## src/rtl/ripple_count_sampler.sv

```systemverilog
// ripple_count_sampler
// Takes a snapshot of an asynchronous ripple-counter bus and delivers it in
// the clk domain. A two-flop synchronizer feeds a stability filter, because
// the ripple bus passes through intermediate codes while it changes. Each
// snapshot also carries its modular distance from the previously delivered
// snapshot.
//
// Ports:
//   clk          system clock, all state on posedge
//   resetn       asynchronous active-low reset
//   cnt_in       raw ripple counter bus (asynchronous to clk)
//   sample_req   request a snapshot (only honoured while idle)
//   out_ready    downstream accepts the presented snapshot
//   cnt_valid    snapshot outputs are valid
//   cnt_out      captured counter value
//   delta_out    cnt_out - last accepted value, mod 2^COUNTER_WIDTH
//   wrap_flag    cnt_out < last accepted value
//   timeout_flag capture was forced after MAX_WAIT settling cycles
//   busy         a snapshot is settling or being presented
module ripple_count_sampler #(
  parameter int COUNTER_WIDTH = 4,
  parameter int STABLE_CYCLES = 2,
  parameter int MAX_WAIT      = 16
) (
  input  logic                     clk,
  input  logic                     resetn,
  input  logic [COUNTER_WIDTH-1:0] cnt_in,
  input  logic                     sample_req,
  input  logic                     out_ready,
  output logic                     cnt_valid,
  output logic [COUNTER_WIDTH-1:0] cnt_out,
  output logic [COUNTER_WIDTH-1:0] delta_out,
  output logic                     wrap_flag,
  output logic                     timeout_flag,
  output logic                     busy
);

  localparam int SW = $clog2(STABLE_CYCLES + 1);
  localparam int WW = $clog2(MAX_WAIT + 1);
  // Comparing the current count against N-1 is the same as checking cnt+1 == N.
  localparam logic [SW-1:0] STAB_LAST = SW'(STABLE_CYCLES - 1);
  localparam logic [WW-1:0] WAIT_LAST = WW'(MAX_WAIT - 1);

  typedef enum logic [1:0] {
    ST_IDLE    = 2'd0,
    ST_SETTLE  = 2'd1,
    ST_PRESENT = 2'd2
  } state_t;

  state_t                   r_state;
  state_t                   w_state_nxt;

  logic [COUNTER_WIDTH-1:0] r_sync1;
  logic [COUNTER_WIDTH-1:0] r_sync2;
  logic [COUNTER_WIDTH-1:0] r_prev;
  logic [COUNTER_WIDTH-1:0] r_last_ref;
  logic [SW-1:0]            r_stab_cnt;
  logic [WW-1:0]            r_wait_cnt;

  logic                     r_cnt_valid;
  logic [COUNTER_WIDTH-1:0] r_cnt_out;
  logic [COUNTER_WIDTH-1:0] r_delta_out;
  logic                     r_wrap_flag;
  logic                     r_timeout_flag;
  logic                     r_busy;

  logic                     w_match;
  logic                     w_capture;
  logic                     w_cap_timeout;
  logic                     w_transfer;

  // Modular distance; the subtraction simply truncates to the bus width.
  function automatic logic [COUNTER_WIDTH-1:0] f_mod_delta(
    input logic [COUNTER_WIDTH-1:0] a,
    input logic [COUNTER_WIDTH-1:0] b
  );
    return a - b;
  endfunction

  assign w_match = (r_sync2 == r_prev);

  // Synchronizer stage and one-sample history for the stability filter
  always_ff @(posedge clk or negedge resetn) begin
    if (!resetn) begin
      r_sync1 <= '0;
      r_sync2 <= '0;
      r_prev  <= '0;
    end else begin
      r_sync1 <= cnt_in;
      r_sync2 <= r_sync1;
      r_prev  <= r_sync2;
    end
  end

  always_ff @(posedge clk or negedge resetn) begin
    if (!resetn) begin
      r_state <= ST_IDLE;
    end else begin
      r_state <= w_state_nxt;
    end
  end

  always_comb begin
    w_state_nxt   = r_state;
    w_capture     = 1'b0;
    w_cap_timeout = 1'b0;
    w_transfer    = 1'b0;
    case (r_state)
      ST_IDLE: begin
        if (sample_req) begin
          w_state_nxt = ST_SETTLE;
        end
      end
      ST_SETTLE: begin
        // Stability is tested first so it wins when both fire together.
        if (w_match && (r_stab_cnt == STAB_LAST)) begin
          w_capture   = 1'b1;
          w_state_nxt = ST_PRESENT;
        end else if (r_wait_cnt == WAIT_LAST) begin
          w_capture     = 1'b1;
          w_cap_timeout = 1'b1;
          w_state_nxt   = ST_PRESENT;
        end
      end
      ST_PRESENT: begin
        // cnt_valid is always high in PRESENT, so out_ready alone completes it.
        if (out_ready) begin
          w_transfer  = 1'b1;
          w_state_nxt = ST_IDLE;
        end
      end
      default: begin
        w_state_nxt = ST_IDLE;
      end
    endcase
  end

  // Settling counters: held at zero outside SETTLE, so every entry starts clean
  always_ff @(posedge clk or negedge resetn) begin
    if (!resetn) begin
      r_stab_cnt <= '0;
      r_wait_cnt <= '0;
    end else if (r_state == ST_SETTLE) begin
      r_wait_cnt <= r_wait_cnt + 1'b1;
      r_stab_cnt <= w_match ? (r_stab_cnt + 1'b1) : '0;
    end else begin
      r_stab_cnt <= '0;
      r_wait_cnt <= '0;
    end
  end

  // Capture / present stage
  always_ff @(posedge clk or negedge resetn) begin
    if (!resetn) begin
      r_cnt_valid    <= 1'b0;
      r_cnt_out      <= '0;
      r_delta_out    <= '0;
      r_wrap_flag    <= 1'b0;
      r_timeout_flag <= 1'b0;
      r_last_ref     <= '0;
      r_busy         <= 1'b0;
    end else begin
      r_busy <= (w_state_nxt != ST_IDLE);
      if (w_capture) begin
        r_cnt_valid    <= 1'b1;
        r_cnt_out      <= r_sync2;
        r_delta_out    <= f_mod_delta(r_sync2, r_last_ref);
        r_wrap_flag    <= (r_sync2 < r_last_ref);
        r_timeout_flag <= w_cap_timeout;
      end else if (w_transfer) begin
        r_cnt_valid <= 1'b0;
        r_last_ref  <= r_cnt_out;
      end
    end
  end

  assign cnt_valid    = r_cnt_valid;
  assign cnt_out      = r_cnt_out;
  assign delta_out    = r_delta_out;
  assign wrap_flag    = r_wrap_flag;
  assign timeout_flag = r_timeout_flag;
  assign busy         = r_busy;

endmodule

```

## config.mk

```make
export PLATFORM = sky130hd
export DESIGN_NAME = ripple_count_sampler
export DESIGN_NICKNAME = d
export VERILOG_FILES = /design/src/rtl/ripple_count_sampler.sv
export SDC_FILE = /design/constraint.sdc
export NUM_CORES = 1
export LEC_CHECK = 0
export ABC_AREA = 1
export BUFFER_PORTS_ARGS = -buffer_cell sky130_fd_sc_hd__buf_2
export CELL_PAD_IN_SITES_DETAIL_PLACEMENT = 0
export CELL_PAD_IN_SITES_GLOBAL_PLACEMENT = 1
export CORE_ASPECT_RATIO = 2
export CORE_MARGIN = 3
export CORE_UTILIZATION = 43
export DETAILED_ROUTE_END_ITERATION = 7
export PLACE_DENSITY = 0.8
export SLEW_MARGIN = 20
export SYNTH_ARGS = -nofsm -noshare
export SYNTH_HDL_FRONTEND = slang
export SYNTH_SLANG_ARGS = --single-unit
```

## constraint.sdc

```tcl
create_clock -name clk -period 2.1 [get_ports clk]
set_input_delay 0.21 -clock clk [delete_from_list [all_inputs] [get_ports clk]]
set_output_delay 0.21 -clock clk [all_outputs]
set_load 0.02 [all_outputs]
```

==> flow_metrics.tcl, run 1 <==
set metrics [dict create \
    relSlewSlack_pct 47.6 \
    hold_viol 3 \
    yosysTopAreaCell "dfrtp_1" \
    ant_nets 0 \
    fmax_ghz 0.653 \
    drc 0 \
    grt_start_max_net_pins 38 \
    grt_pass1_vias 1116 \
    fin_skew_ns 0.00806 \
    violations "negative hold slack" \
    via_count 1093 \
    synth.distinct_cells 20 \
    ctsResizeCount 0 \
    cts_num_sinks 37 \
    status "finished, violations left" \
    ir_worst_vdd_mv 0.674 \
    die_y_um 91.6 \
    grt_pass1_wl_um 4800 \
    drive_above_1_share_pct 19.2 \
    synth_seq_area_share_pct 58.8 \
    finalCritPeriodShare_pct 72.9 \
    track_usage_pct 14.1 \
    syn-num-nets 175 \
    drt_iter0_drc 6 \
    hold_ws_ns -0.00182 \
    hpwl_um 2020 \
    syn_inst 159 \
    worstPathMaxFanout 12 \
    synth_seq_cells 37 \
    min_period_ns 1.53 \
    gp_congestion 0.872 \
    worst_slew_pin_slew_ns 0.785 \
    cp-end-kind "flop" \
    mostFrequentLayoutCell "nand2_1" \
    wirelength_um 2720 \
    setup_viol_count_final 0 \
    fin_tns_setup_ns 0 \
    min_path_type "in2async" \
    cap_violations 0 \
    cts_setup_buffers 0 \
    synth_area_sq_mm 0.00158 \
    clk_pin_slew_ns 0.07 \
    io_buffers 19 \
    syn_to_final_growth_pct 13.2 \
    first_pass_iters 4 \
    clk_latency_ns 0.28 \
    overflow 0 \
    grt_antenna_before_repair 0 \
    cp-start-kind "flop" \
    diodes 0 \
    core_sq_mm 0.00345 \
    cts_buffers 5 \
    rows 30 \
    rsz0062_at_grt "false" \
    avgRoutedWirePerCell_um 11.8 \
    die_w_um 48.8 \
    cts-root-buf "clkbuf_8" \
    arrival_ns 1.70 \
    crit_required_ns 2.27 \
    htreeDepth 2 \
    clockBufferDepth 2 \
    synth_top_area_share_pct 58.8 \
    slew_viol_final 0 \
    power.leakage_nw 0.968 \
    die_area_sq_mm 0.00447 \
    worstSetupPathType "reg2reg" \
    ioPinCount 20 \
    synth_area_leaders "dfrtp_1, nand2_1, ha_1, inv_1, nand3_1" \
    fillCellCount 359 \
    tritoncts "done" \
    synth_warnings 0 \
    start_util_pct 45.6 \
    layout.nets 198 \
    viasPerCell 4.75 \
    layout_common_cells "nand2_1, dfrtp_1, inv_1, buf_2, nor2_1" \
    cts_hold_buf 0 \
    syn_avg_cell_area_sq_um 9.91 \
    power_density_mw_per_mm2 1310 \
]
==> cell usage after synthesis, drive strengths merged <==
cell    instances
nand3          12
a211oi          1
a21oi           3
dfrtp          37
fa              1
inv            21
ha              7
buf             3
o21ai           4
xnor2           1
nand2          50
xor2            1
nor2           15
nand3b          3
==> registers in the layout, summed over array words and instances (netlist names) <==
signal / count
busy: 1
cnt_out: 4
cnt_valid: 1
delta_out: 4
r_last_ref: 4
r_prev: 4
r_stab_cnt: 2
r_state: 2
r_sync1: 4
r_sync2: 4
r_wait_cnt: 5
timeout_flag: 1
wrap_flag: 1
==> final timing paths <==
| kind | cells past startpoint | endpoint | start | slack (ns) |
|---|---|---|---|---|
| setup / recovery | 8 | busy | r_wait_cnt[0] | 0.57 |
| hold / removal | 1 | r_prev[3] | resetn | -0.002 |
| setup reg to reg | 8 | busy | r_wait_cnt[0] | 0.57 |
| hold reg to reg | 0 | r_sync2[2] | r_sync1[2] | 0.34 |
| max in group asynchronous | 1 | r_sync1[0] | resetn | 1.59 |
| min in group clk | 1 | r_sync1[3] | cnt_in[3] | 0.03 |
==> cells by family after synthesis <==
logic type | after synthesis | share of synthesized area (%)
flip-flops | 37 | 58.8
buffers and inverters | 24 | 7.15
AO/OA/AOI/OAI | 8 | 2.70
XOR/XNOR | 2 | 1.11
AND/OR/NAND/NOR | 80 | 23.4
adder cells (fa/ha/maj) | 8 | 6.83
==> power breakdown <==
| part | internal, mW | total [mW] | switching, mW |
|---|---|---|---|
| Combinational | 0.281 | 0.800 | 0.518 |
| Sequential | 0.920 | 1.04 | 0.123 |
| Clock | 0.260 | 0.489 | 0.228 |
==> metrics by stage <==
step           util (%)  setup WS [ns]  power [mW]  instance area, sq um  cells
3_3_place_gp       49.1          0.608        1.84                  1700    223
5_1_grt            51.6          0.422        2.53                  1780    230
2_1_floorplan         -          0.626        1.65                  1580    159
4_1_cts            51.6          0.537        2.38                  1780    230
6_report           51.6          0.570        2.33                  1780    230
3_5_place_dp       49.1          0.550        1.88                  1700    223
==> worst max-delay path: stages, from the launching register on <==
cell     delay [ns]
dfrtp_1        0.40
ha_1           0.22
nand2_1        0.09
nor2_1         0.05
ha_1           0.19
inv_1          0.10
nand2_4        0.12
a21oi_1        0.19
nand2_1        0.06
==> layout make-up <==
class | count | area, sq um | area share (%)
clock buffers | 7 | 86.3 | 4.84
repair buffers | 19 | 95.1 | 5.33
well taps | 48 | 60.1 | 3.37
flip-flops and latches | 37 | 926 | 51.9
multi-input cells | 98 | 537 | 30.1
inverters | 21 | 78.8 | 4.42
==> layer usage <==
layer  up-vias  share of wire (%)  GRT usage, %
met3         7                4.2          3.28
met2        30                 54          24.9
met5         -                  0             0
met1       526                 38          14.1
met4         0                3.4          10.2
li1        530                  -             -
(Power assumes the default switching activity.)
==> inputs of run 2 (changes only) <==
--- a/config.mk
+++ b/config.mk
@@ -11,9 +11,9 @@
 export CELL_PAD_IN_SITES_GLOBAL_PLACEMENT = 1
 export CORE_ASPECT_RATIO = 2
 export CORE_MARGIN = 3
-export CORE_UTILIZATION = 43
+export CORE_UTILIZATION = 39
 export DETAILED_ROUTE_END_ITERATION = 7
-export PLACE_DENSITY = 0.8
+export PLACE_DENSITY = 0.76
 export SLEW_MARGIN = 20
 export SYNTH_ARGS = -nofsm -noshare
 export SYNTH_HDL_FRONTEND = slang
==> constraint.sdc (replaced) <==
create_clock -name clk -period 1.4 [get_ports clk]
set_input_delay 0.14 -clock clk [delete_from_list [all_inputs] [get_ports clk]]
set_output_delay 0.14 -clock clk [all_outputs]
set_load 0.02 [all_outputs]
==> run 2 against run 1 <==
Compared with the run above: the flow finishes with violations (negative setup slack); combinational power increased by 96%; final cell count increased by 11%; clock skew about the same; worst setup slack got worse by 0.58 ns; hold slack improved by 0.18 ns; die area increased by 9.3%; clock power increased by 67%; maximum frequency increased by 8.3%; power increased by 70%; critical path depth increased by 1; sequential power increased by 51%; largest cell class unchanged; largest power group unchanged.
==> flow_metrics.tcl, run 2 (synthesized netlist as in run 1, its figures left out) <==
set metrics [dict create \
    clk_latency_ns 0.30 \
    worstPathMaxFanout 6 \
    combPwrFrac_pct 39.6 \
    grt_antenna_before_repair 0 \
    layout.nets 220 \
    post-route-util_pct 54.3 \
    relSlewSlack_pct 71.7 \
    clk_pin_slew_ns 0.08 \
    path_common_cell "ha_2" \
    grt_pass1_vias 1226 \
    io_buffers 19 \
    layout_common_cells "nand2_1, dfrtp_1, buf_2" \
    status "finished, violations left" \
    drt_iter0_drc 18 \
    power.switching_mw 1.51 \
    rsz0062_at_grt "true" \
    finalCritPeriodShare_pct 101 \
    fin_skew_ns 0.00854 \
    die_w_um 50.9 \
    tritoncts "done" \
    p_sw_share_pct 38.1 \
    hpwl_um 2160 \
    ant_nets 0 \
    worst_slew_pin_slew_ns 0.424 \
    clockBufferDepth 2 \
    core_sq_mm 0.00388 \
    fmax_ghz 0.707 \
    wirelength_um 3240 \
    diodes 0 \
    htreeDepth 2 \
    slowest_stage "dfrtp_1" \
    cts_num_sinks 37 \
    overflow 0 \
    start_util_pct 40.6 \
    p_int_mw 2.45 \
    crit_chain "ha_2 -> nand2_2 -> nor2_2 -> ha_2 -> inv_4 -> nand2_8 -> buf_6 -> nand3_2 -> nand2_1" \
    cp-end-kind "flop" \
    avgRoutedWirePerCell_um 12.6 \
    fin_tns_setup_ns -0.0135 \
    cts-root-buf "clkbuf_8" \
    gp_congestion 0.851 \
    cts_buffers 5 \
    cp_slowest_stage_delay_ns 0.39 \
    top_register "r_wait_cnt" \
    syn_to_final_growth_pct 33.9 \
    track_usage_pct 15.5 \
    die_y_um 95.9 \
    pwr-share-clk_pct 20.6 \
    grt_start_max_net_pins 21 \
    ioPinCount 20 \
    largest_reg_flops 5 \
    via_count 1194 \
    min_path_type "in2reg" \
    min_period_ns 1.41 \
    power.leakage_nw 1.09 \
    seqPwrFrac_pct 39.7 \
    die_area_sq_mm 0.00488 \
    grt_pass1_wl_um 5430 \
    crit_required_ns 1.59 \
    first_pass_iters 6 \
    cp-start-kind "flop" \
    setup_viol_count_final 1 \
    drive_above_1_share_pct 38.0 \
    viasPerCell 4.66 \
    arrival_ns 1.61 \
    violations "negative setup slack" \
    drc 0 \
    rows 32 \
    worstSetupPathType "reg2reg" \
    ir_worst_vdd_mv 1.09 \
    power_density_mw_per_mm2 1880 \
    slew_viol_final 0 \
    cap_violations 0 \
    setup_ws_ns -0.0135 \
    hold_viol 0 \
]
-- run 2: cell types whose count changed in the layout (fill, tap and decap cells not counted), sizes merged --
cell / previous run / this run
clkinv: 0 / 1
dlygate4sd3: 0 / 5
buf: 19 / 34
nand2: 50 / 52
-- run 2: path summary, 6_finish.rpt --
check,from,to,slack (ns),depth (start not counted)
worst max-delay path,r_wait_cnt[0],delta_out[2],-0.01,9
worst min-delay path,out_ready,r_state[1],0.18,4
worst max register to register,r_wait_cnt[0],delta_out[2],-0.01,9
worst min register to register,r_sync1[3],r_sync2[3],0.35,0
max in group asynchronous,resetn,r_sync2[0],0.64,3
min in group asynchronous,resetn,r_prev[3],0.31,2
-- run 2: through the flow --
step,cells,instance area (sq um),power [mW],worst slack (ns),hold slack (ns)
floorplan,159,1580,2.49,0.0130,-0.156
global placement,233,1770,2.86,-0.0415,0.0890
detailed placement,233,1770,2.91,-0.0979,0.103
CTS,253,2070,3.94,-0.0281,0.177
global route,256,2110,4.25,-0.0617,0.205
finish,256,2110,3.96,-0.0135,0.178
-- run 2: worst max-delay path, delay by kind of cell, from the launching register on --
kind	cells	cell delay [ns]
DFF	1	0.39
and+or+nand+nor	5	0.30
buffers and inverters	2	0.24
adders and majority gates	2	0.37
-- run 2: cell type report --
type,count,area (sq um)
fillers,370,1770
flip-flops and latches,37,928
clock buffers,7,96.3
clock inverters,1,5.00
well taps,51,63.8
repair buffers,39,274
inverters,21,81.3
multi-input cells,100,661
-- run 2: metal layers --
metal	up-vias	track usage (%)	part of all wire (%)
met3	9	4.34	3.9
met4	0	9.89	3.2
met5	-	0	0
met2	22	28.1	58
li1	579	-	-
met1	584	14.8	35
-- run 2: repair_timing --
item	4_1_cts	5_1_grt
pin swaps	9	4
hold endpoints to repair	21	0
gates cloned	2	0
setup endpoints to repair	12	13
resized for setup	18	8
hold buffers	5	0
buffers inserted	5	3
-- run 2: power by group through the flow --
stage | Combinational, mW | Clock, mW | Sequential, mW
floorplan | 0.744 | 0 | 1.74
global placement | 1.30 | 0 | 1.56
detailed placement | 1.34 | 0 | 1.58
CTS | 1.54 | 0.841 | 1.56
global route | 1.75 | 0.883 | 1.61
finish | 1.57 | 0.817 | 1.57
